--- config.mk ---
export PLATFORM = sky130hd
export DESIGN_NAME = fpadder_pipe
export DESIGN_NICKNAME = d
export VERILOG_FILES = /design/src/rtl/fpadder_pipe.sv
export SDC_FILE = /design/constraint.sdc
export NUM_CORES = 1
export LEC_CHECK = 0
export CORE_MARGIN = 2
export CORE_UTILIZATION = 40
export CTS_BUF_LIST = sky130_fd_sc_hd__clkbuf_2 sky130_fd_sc_hd__clkbuf_4 sky130_fd_sc_hd__clkbuf_8
export CTS_CLUSTER_SIZE = 8
export DETAILED_ROUTE_END_ITERATION = 10
export PLACE_DENSITY = 0.61
export RECOVER_POWER = 100
export SYNTH_ARGS = -nofsm -noshare
export SYNTH_HDL_FRONTEND = slang
export SYNTH_SLANG_ARGS = --single-unit
--- constraint.sdc ---
create_clock -name CLK -period 13.6 [get_ports CLK]
set_input_delay 2.72 -clock CLK [delete_from_list [all_inputs] [get_ports CLK]]
set_output_delay 2.72 -clock CLK [all_outputs]
set_load 0.02 [all_outputs]
--- src/rtl/fpadder_pipe.sv ---
// fpadder_pipe: three-stage pipelined floating-point adder with a valid/ready
// handshake. Round-to-nearest-even, subnormals flushed to zero, canonical quiet
// NaN for invalid operations. Stage 1 unpacks/aligns, stage 2 adds, stage 3
// normalises, rounds and packs.
module fpadder_pipe #(
    parameter int EXP_W = 5,
    parameter int MAN_W = 10,
    localparam int W = EXP_W + MAN_W + 1
) (
    input  logic         CLK,
    input  logic         RESET,
    input  logic [W-1:0] A,
    input  logic [W-1:0] B,
    input  logic         in_valid,
    output logic         in_ready,
    output logic [W-1:0] Sum,
    output logic         out_valid,
    input  logic         out_ready,
    output logic [3:0]   flags
);
    // Significand layout: {hidden, fraction, guard, round, sticky}
    localparam int SIG_W    = MAN_W + 4;
    localparam int SUM_W    = SIG_W + 1;
    localparam int LZ_W     = $clog2(SIG_W + 1);
    localparam int EXP_ONES = (1 << EXP_W) - 1;
    localparam logic [W-1:0] QNAN = {1'b0, {EXP_W{1'b1}}, 1'b1, {(MAN_W-1){1'b0}}};

    // ------------------------------------------------------------------
    // Handshake: a stage may load when it is empty or its content leaves
    // ------------------------------------------------------------------
    logic v1_q, v2_q, v3_q;
    logic ready1, ready2, ready3;

    assign ready3    = !v3_q || out_ready;
    assign ready2    = !v2_q || ready3;
    assign ready1    = !v1_q || ready2;
    assign in_ready  = ready1;
    assign out_valid = v3_q;

    // ------------------------------------------------------------------
    // Stage 1: unpack, classify, order by magnitude, align
    // ------------------------------------------------------------------
    logic [W-1:0]       op      [2];
    logic               op_sign [2];
    logic [EXP_W-1:0]   op_exp  [2];
    logic [MAN_W-1:0]   op_frac [2];
    logic               op_zero [2];
    logic               op_inf  [2];
    logic               op_nan  [2];
    logic               op_snan [2];

    assign op[0] = A;
    assign op[1] = B;

    for (genvar gi = 0; gi < 2; gi++) begin : g_unpack
        assign op_sign[gi] = op[gi][W-1];
        assign op_exp[gi]  = op[gi][W-2:MAN_W];
        assign op_frac[gi] = op[gi][MAN_W-1:0];
        // Zero exponent covers true zeros and flushed subnormals alike
        assign op_zero[gi] = (op_exp[gi] == '0);
        assign op_inf[gi]  = (&op_exp[gi]) && (op_frac[gi] == '0);
        assign op_nan[gi]  = (&op_exp[gi]) && (op_frac[gi] != '0);
        assign op_snan[gi] = op_nan[gi] && !op_frac[gi][MAN_W-1];
    end

    logic               b_gt_a;
    logic               x_sign, y_sign;
    logic [EXP_W-1:0]   x_exp, y_exp, exp_diff;
    logic [MAN_W-1:0]   x_frac, y_frac;
    logic [SIG_W-1:0]   x_sig, y_sig, y_al;
    logic [2*SIG_W-1:0] y_shift;
    logic               s1_special_d;
    logic [W-1:0]       s1_spec_res_d;
    logic [3:0]         s1_spec_flags_d;

    assign b_gt_a = {op_exp[1], op_frac[1]} > {op_exp[0], op_frac[0]};

    // Swap so X has the larger magnitude, then shift Y right keeping sticky
    always_comb begin
        x_sign  = b_gt_a ? op_sign[1] : op_sign[0];
        y_sign  = b_gt_a ? op_sign[0] : op_sign[1];
        x_exp   = b_gt_a ? op_exp[1]  : op_exp[0];
        y_exp   = b_gt_a ? op_exp[0]  : op_exp[1];
        x_frac  = b_gt_a ? op_frac[1] : op_frac[0];
        y_frac  = b_gt_a ? op_frac[0] : op_frac[1];
        exp_diff = x_exp - y_exp;
        x_sig   = {1'b1, x_frac, 3'b000};
        y_sig   = {1'b1, y_frac, 3'b000};
        y_shift = {y_sig, {SIG_W{1'b0}}} >> exp_diff;
        if (int'(exp_diff) >= MAN_W + 3) begin
            // Everything of Y falls below the round bit: only sticky survives
            y_al = SIG_W'(1);
        end else begin
            y_al = y_shift[2*SIG_W-1:SIG_W] | SIG_W'(|y_shift[SIG_W-1:0]);
        end
    end

    // Results that bypass the arithmetic: NaN, Inf and zero operands
    always_comb begin
        s1_special_d    = 1'b1;
        s1_spec_res_d   = '0;
        s1_spec_flags_d = '0;
        if (op_nan[0] || op_nan[1]) begin
            s1_spec_res_d   = QNAN;
            s1_spec_flags_d = {op_snan[0] || op_snan[1], 3'b000};
        end else if (op_inf[0] && op_inf[1] && (op_sign[0] != op_sign[1])) begin
            s1_spec_res_d   = QNAN;
            s1_spec_flags_d = 4'b1000;
        end else if (op_inf[0]) begin
            s1_spec_res_d = A;
        end else if (op_inf[1]) begin
            s1_spec_res_d = B;
        end else if (op_zero[0] && op_zero[1]) begin
            s1_spec_res_d = {op_sign[0] && op_sign[1], {(W-1){1'b0}}};
        end else if (op_zero[0]) begin
            s1_spec_res_d = B;
        end else if (op_zero[1]) begin
            s1_spec_res_d = A;
        end else begin
            s1_special_d = 1'b0;
        end
    end

    logic               s1_special_q;
    logic [W-1:0]       s1_spec_res_q;
    logic [3:0]         s1_spec_flags_q;
    logic               s1_sign_q, s1_sub_q;
    logic [EXP_W-1:0]   s1_exp_q;
    logic [SIG_W-1:0]   s1_x_sig_q, s1_y_al_q;

    // Stage 1 register: operands captured only on an input transfer
    always_ff @(posedge CLK) begin
        if (RESET) begin
            v1_q            <= 1'b0;
            s1_special_q    <= 1'b0;
            s1_spec_res_q   <= '0;
            s1_spec_flags_q <= '0;
            s1_sign_q       <= 1'b0;
            s1_sub_q        <= 1'b0;
            s1_exp_q        <= '0;
            s1_x_sig_q      <= '0;
            s1_y_al_q       <= '0;
        end else if (ready1) begin
            v1_q <= in_valid;
            if (in_valid) begin
                s1_special_q    <= s1_special_d;
                s1_spec_res_q   <= s1_spec_res_d;
                s1_spec_flags_q <= s1_spec_flags_d;
                s1_sign_q       <= x_sign;
                s1_sub_q        <= x_sign ^ y_sign;
                s1_exp_q        <= x_exp;
                s1_x_sig_q      <= x_sig;
                s1_y_al_q       <= y_al;
            end
        end
    end

    // ------------------------------------------------------------------
    // Stage 2: significand add/subtract (X >= Y so never negative)
    // ------------------------------------------------------------------
    logic [SUM_W-1:0] s2_sum_d;

    assign s2_sum_d = s1_sub_q ? ({1'b0, s1_x_sig_q} - {1'b0, s1_y_al_q})
                               : ({1'b0, s1_x_sig_q} + {1'b0, s1_y_al_q});

    logic               s2_special_q;
    logic [W-1:0]       s2_spec_res_q;
    logic [3:0]         s2_spec_flags_q;
    logic               s2_sign_q;
    logic [EXP_W-1:0]   s2_exp_q;
    logic [SUM_W-1:0]   s2_sum_q;

    // Stage 2 register
    always_ff @(posedge CLK) begin
        if (RESET) begin
            v2_q            <= 1'b0;
            s2_special_q    <= 1'b0;
            s2_spec_res_q   <= '0;
            s2_spec_flags_q <= '0;
            s2_sign_q       <= 1'b0;
            s2_exp_q        <= '0;
            s2_sum_q        <= '0;
        end else if (ready2) begin
            v2_q <= v1_q;
            if (v1_q) begin
                s2_special_q    <= s1_special_q;
                s2_spec_res_q   <= s1_spec_res_q;
                s2_spec_flags_q <= s1_spec_flags_q;
                s2_sign_q       <= s1_sign_q;
                s2_exp_q        <= s1_exp_q;
                s2_sum_q        <= s2_sum_d;
            end
        end
    end

    // ------------------------------------------------------------------
    // Stage 3: normalise, round to nearest even, pack
    // ------------------------------------------------------------------
    function automatic logic [LZ_W-1:0] count_lz(input logic [SIG_W-1:0] v);
        logic [LZ_W-1:0] n;
        logic            found;
        n     = '0;
        found = 1'b0;
        for (int i = SIG_W - 1; i >= 0; i--) begin
            if (v[i]) found = 1'b1;
            else if (!found) n = n + LZ_W'(1);
        end
        return n;
    endfunction

    logic [LZ_W-1:0]  lz;
    logic [SIG_W-1:0] norm;
    logic [MAN_W+1:0] mant_r;
    logic [MAN_W-1:0] frac_r;
    logic             rnd_up, inexact;
    int               exp_n, exp_r;
    logic [W-1:0]     s3_res_d;
    logic [3:0]       s3_flags_d;

    // Normalise on carry-out or leading zeros, then round and detect range
    always_comb begin
        lz = count_lz(s2_sum_q[SIG_W-1:0]);
        if (s2_sum_q[SUM_W-1]) begin
            norm  = {s2_sum_q[SUM_W-1:2], s2_sum_q[1] | s2_sum_q[0]};
            exp_n = int'(s2_exp_q) + 1;
        end else begin
            norm  = s2_sum_q[SIG_W-1:0] << lz;
            exp_n = int'(s2_exp_q) - int'(lz);
        end
        rnd_up  = norm[2] && (norm[1] || norm[0] || norm[3]);
        inexact = norm[2] || norm[1] || norm[0];
        mant_r  = {1'b0, norm[SIG_W-1:3]} + (MAN_W+2)'(rnd_up);
        frac_r  = mant_r[MAN_W+1] ? mant_r[MAN_W:1] : mant_r[MAN_W-1:0];
        exp_r   = mant_r[MAN_W+1] ? exp_n + 1 : exp_n;

        s3_res_d   = '0;
        s3_flags_d = '0;
        if (s2_special_q) begin
            s3_res_d   = s2_spec_res_q;
            s3_flags_d = s2_spec_flags_q;
        end else if (s2_sum_q == '0) begin
            // Exact cancellation always yields +0
            s3_res_d = '0;
        end else if (exp_r >= EXP_ONES) begin
            s3_res_d   = {s2_sign_q, {EXP_W{1'b1}}, {MAN_W{1'b0}}};
            s3_flags_d = 4'b0101;
        end else if (exp_r <= 0) begin
            s3_res_d   = {s2_sign_q, {(W-1){1'b0}}};
            s3_flags_d = 4'b0011;
        end else begin
            s3_res_d   = {s2_sign_q, exp_r[EXP_W-1:0], frac_r};
            s3_flags_d = {3'b000, inexact};
        end
    end

    logic [W-1:0] s3_sum_q;
    logic [3:0]   s3_flags_q;

    // Output register: holds while the consumer stalls
    always_ff @(posedge CLK) begin
        if (RESET) begin
            v3_q       <= 1'b0;
            s3_sum_q   <= '0;
            s3_flags_q <= '0;
        end else if (ready3) begin
            v3_q <= v2_q;
            if (v2_q) begin
                s3_sum_q   <= s3_res_d;
                s3_flags_q <= s3_flags_d;
            end
        end
    end

    assign Sum   = s3_sum_q;
    assign flags = s3_flags_q;

endmodule

# [Word-level counts from Yosys, hierarchy flattened]
# Index checks and enable logic that the tools add are counted.
[op_classes] addsub=20 order_cmp=4 n_eq_ne=1 shift=2 mux=76 n_bitwise=3 reduce_logical=38
[op_table] operator="$mux 16" count=9
[op_table] operator="$mux 4" count=29
[op_table] operator="$mux 32" count=2
[op_table] operator="$add 4x1->4 const B" count=13
[op_table] operator="$mux 15" count=3
[op_table] operator="$add 32x2->32 const B" count=1
[op_table] operator="$ge 32x6->1 const B" count=1
[op_table] operator="$le 32x1->1 const B" count=1
[op_table] operator="$mux 10" count=3
[op_table] operator="$mux 14" count=2
[op_table] operator="$shr 28x5->28" count=1
[op_table] operator="$mux 1" count=23
[op_table] operator="$logic_not 10->1" count=2
[op_table] operator="$reduce_bool 10->1" count=2
[op_table] operator="$add 14x14->15" count=1
[op_table] operator="$gt 15x15->1" count=1
[op_table] operator="$logic_not 15->1" count=1
[op_table] operator="$sub 14x14->15" count=1
[op_table] operator="$or 14x1->14" count=1
[op_table] operator="$reduce_or 14->1" count=1
[op_table] operator="$shl 14x4->14" count=1
[op_table] operator="$add 11x1->12" count=1
[op_table] operator="$logic_and 1x1->1" count=11
[op_table] operator="$logic_not 5->1" count=2
[op_table] operator="other kinds (14)" count=31
[totals] reg_bits=118 out_inout_bits=22 wordCells=163

# [Logic depth before layout (Yosys ltp)]
[depth] word_depth=52 depth_mapped=51 ltp_nobuf=49

# [Worst setup path before layout]
# Ideal clock, no wire load.
[synth_path] kind="register to register" startpoint="reg s2_sum_q[12]" endpoint="reg s3_sum_q[1], in the netlist Sum[1]" setup_ns=0.079 t_arrival_ns=11.252 t_required_ns=13.521 path_slack_ns=2.269 path_stages_with_launch=49 n_path_buf=2 period_less_slack_ns=11.331 cell_sequence="dfxtp_1 buf_2 nor2_1 ha_1 nand3b_1 o21ai_0 ha_1 nor2b_1 o31ai_1 o21ai_0 nand2b_1 ha_1 mux2i_1 ha_1 mux2i_1 a221o_1 mux2i_1 xnor2_1 [... 13 more ...] nor2_1 xnor3_1 inv_2 buf_2 ha_1 a21o_1 a2111oi_0 a41oi_1 or3_1 ha_1 nor4b_1 nand4_1 a211oi_1 o31ai_1 a21oi_1 and3_4 o221ai_1 a211oi_2"
[synth_between] elab_chain_len=49
[synth_lines] element="from (decl)" line_no="171" rtl="logic [SUM_W-1:0] s2_sum_q;"
[synth_lines] element="from (signal assigned)" line_no="191" rtl="s2_sum_q <= s2_sum_d;"
[synth_lines] element="branches (longest 47 deep; another with $add 4x1->4)"
[synth_lines] element="$mux 16 *" line_no="241" rtl="end else if (s2_sum_q == '0) begin"
[synth_lines] element="$mux 16 *" line_no="238" rtl="if (s2_special_q) begin"
[synth_lines] element="to (signal assigned)" line_no="268" rtl="s3_sum_q <= s3_res_d;"
[synth_lines] element="to (decl)" line_no="256" rtl="logic [W-1:0] s3_sum_q;"
# Every way passes the cells marked *.
# A chain may end at the register's enable or synchronous reset.

# [Final worst setup path]
[layout_path] startpoint="reg s2_sum_q[12]" endpoint="reg s3_sum_q[12], in the netlist Sum[12]"
# The elaborated chain is that of the path after synthesis.

==> results.yml <==
outcome:
  status: "complete, but fails checks"
  violations: "capacitance limit, slew limit"
power:
  p_clk_share_pct: 13.6
  p_leak_uw: 0.00408
  peakVddDrop_mv: 0.0704
  combPwrFrac_pct: 63.1
  p_switching_uw: 761
  swShare_pct: 47.9
  sequentialPowerShare_pct: 23.2
  power_density_mw_per_mm2: 154
  power.internal_uw: 828
grt:
  grt_pass1_wl_mm: 41.7
  grt_remaining_overflow: 0
  grt_use_total_pct: 20.9
  grt_pass1_vias: 8271
  antenna_found_initial: 0
  grt_start_max_net_pins: 70
die:
  fp-row-count: 55
  die_h_um: 157
  io_pins: 58
  dieArea_mm2: 0.0247
  die_x_um: 157
  start_util_pct: 41.1
  coreArea_mm2: 0.0228
sta:
  setup_viol: 0
  relSlewSlack_pct: -109
  finalSetupTns_ps: 0
  hold_slack_ps: 463
  rsz0062_at_grt: "no"
  fin_skew_ps: 24.4
  min_period_over_period_pct: 84.9
  slew_violations: 227
  finalHoldViolCount: 0
  fmax_mhz: 86.7
  period_minus_slack_ps: 11540
  worstMarginPinSlew_ps: 3140
logic_synthesis:
  synth_nets: 1341
  synth-edff-count: 0
  ys_ff_latch: 112
  ys_seq_area_share_pct: 23.9
  synth_ff_type: "dfxtp_1"
  synth_cell_types: 95
  yosysTopAreaCellShare_pct: 23.9
  netlist_area_mm2: 0.00936
  yosysTopAreaCell: "dfxtp_1"
  ys_top_cells_by_area: "dfxtp_1 24%, ha_1 9.0%, mux2i_1 6.5%, a21oi_1 5.8%, nor2_1 5.7%"
  yosysWarnings: 0
  synth_area_per_cell_um2: 7.58
  async_flop_share_pct: 0
  syn_inst: 1236
clocking:
  holdBufCountCts: 0
  htreeDepth: 3
  clock_latency_ps: 420
  cts_tree: "built"
  clock_sinks: 112
  cts-buffers-inserted: 9
  clockBufferDepth: 2
  ctsResizeCount: 0
  cts_root_buffer: "clkbuf_8"
  postCtsSetupBuffers: 0
  path_clk_slew_ps: 140
worst_setup_path:
  end_kind: "flip-flop"
  worstSetupPathType: "flip-flop to flip-flop"
  cp_data_arrival_time_ps: 11700
  path_common_cell: "ha_1"
  crit_path_top_delay_cell: "a211oi_1"
  cp.required_ps: 13760
  start_kind: "flip-flop"
  cpPeakStageDelay_ps: 590
  worstPathMaxFanout: 17
run:
  cap_viol_max_count: 5
drt:
  drc: 0
  num_vias: 8862
  wl_mm: 25.6
  avgRoutedWirePerCell_um: 16.4
  via_per_inst: 5.67
  first_iter_violations: 547
  firstDrtPassIters: 5
  ant_nets: 0
worst_hold_path:
  worst_hold_path_type: "flip-flop to flip-flop"
place:
  hpwlAfterDp_mm: 19.3
  placed_cells: 1547
  gp_congestion: 0.966
  numPortBuffers: 57
finish:
  num_antenna_cells: 0
  nets: 1350
  drive_above_1_share_pct: 5.36
  syn_to_final_growth_pct: 10.3
  final_cells: 1563
==> stage by stage <==
| step | utilization (%) | worst slack, ps | total power (uW) | cell area [um^2] |
|---|---|---|---|---|
| CTS | 45.5 | 2620 | 1590 | 10400 |
| finish | 45.3 | 2060 | 1590 | 10300 |
| global placement | 44.5 | 3000 | 1360 | 10100 |
| global route | 45.3 | 1040 | 1720 | 10300 |
| floorplan | - | 2270 | 1160 | 9360 |
| detailed placement | 44.5 | 2660 | 1370 | 10100 |
==> synth_stat cells, drive strengths merged, types with 3 or more instances <==
library cell  number
a2111oi            3
o211a              3
a221oi            14
a31oi              8
o31ai              7
a21boi             3
a21o               4
o21bai            10
a211oi            38
nor3              41
mux4               4
or2                7
a21oi            109
o22ai              6
xnor2             24
a221o              4
nor2b             19
ha                67
buf               14
a311oi             3
xor2              11
and2               9
mux2i             61
dfxtp            112
clkbuf            55
o211ai             6
nand3             30
nand2b             9
and3               8
nor4b              3
nor2             143
nor3b              4
or4                4
o21a              13
a22o               5
a22oi             22
nand3b             3
inv               73
o31a               5
or3               12
nand4              6
o21ai             55
nor4               7
nand2            137
mux2              18
==> layer usage <==
metal | vias to the layer above | GRT usage [%] | wire [um] | part of all wire, %
met5 | - | 0 | 0 | 0
met4 | 0 | 7.43 | 601 | 2.4
met3 | 36 | 2.48 | 1180 | 4.6
met2 | 225 | 32.2 | 11300 | 44
met1 | 4123 | 29.9 | 12500 | 49
li1 | 4478 | - | - | -
==> final cells by class <==
class,instances,area [um^2]
Tap cell,313,392
Timing Repair Buffer,67,624
Fill cell,2343,12500
Multi-Input combinational cell,981,6570
Clock inverter,7,100
Inverter,74,278
Sequential cell,112,2240
Clock buffer,9,124
==> cells by family after synthesis <==
group | Yosys count | synth area share [%]
flip-flops | 112 | 23.9
buffers and inverters | 143 | 6.12
adder cells (fa/ha/maj) | 69 | 9.38
AND/OR/NAND/NOR | 452 | 23.0
multiplexers | 83 | 9.73
XOR/XNOR | 37 | 3.77
AO/OA/AOI/OAI | 340 | 24.1
==> cell usage in the layout, fill, tap and decap left out, drive strengths merged, types with 6 or more instances in the layout <==
cell / n
a211oi: 38
a21oi: 109
a221oi: 14
a22oi: 22
a31oi: 8
and2: 9
and3: 8
buf: 6
clkbuf: 14
clkdlybuf4s50: 31
dfxtp: 112
dlygate4sd3: 25
ha: 67
inv: 77
mux2: 18
mux2i: 61
nand2: 137
nand2b: 9
nand3: 30
nand4: 6
nor2: 143
nor2b: 19
nor3: 41
nor4: 7
o211ai: 6
o21a: 13
o21ai: 55
o21bai: 10
o22ai: 6
o31ai: 7
or2: 7
or3: 12
xnor2: 24
xor2: 11
==> critical path, delay by kind of cell (launching register included) <==
kind	cells	cell delay [ps]
buffers and inverters	2	550
adder cells (fa/ha/maj)	9	2370
XOR/XNOR	5	1070
AND/OR/NAND/NOR	13	2040
flip-flops	1	520
AO/OA/AOI/OAI	14	3910
multiplexers	4	810
==> sequential cells by signal, indices dropped and copies added, names as in the netlist <==
name,count
Sum,16
flags,4
out_valid,1
s1_exp_q,5
s1_sign_q,1
s1_spec_flags_q,1
s1_spec_res_q,16
s1_special_q,1
s1_sub_q,1
s1_x_sig_q,11
s1_y_al_q,14
s2_exp_q,5
s2_sign_q,1
s2_spec_flags_q,1
s2_spec_res_q,16
s2_special_q,1
s2_sum_q,15
v1_q,1
v2_q,1
==> path summary, 6_finish.rpt <==
path                  endpoint         startpoint  slack (ps)  cells after the start
max                    Sum[12]       s2_sum_q[12]        2060                     47
min          s2_spec_res_q[13]  s1_spec_res_q[13]         460                      2
max reg2reg            Sum[12]       s2_sum_q[12]        2060                     47
min reg2reg  s2_spec_res_q[13]  s1_spec_res_q[13]         460                      2
==> power groups by stage <==
stage | clock (uW) | combinational [uW] | sequential, uW
final | 217 | 1000 | 369
after global routing | 236 | 1120 | 373
after CTS | 224 | 999 | 369
after detailed placement | 0 | 990 | 377
after global placement | 0 | 987 | 376
after floorplan | 0 | 791 | 368
Power figures use the tool's default switching activity.
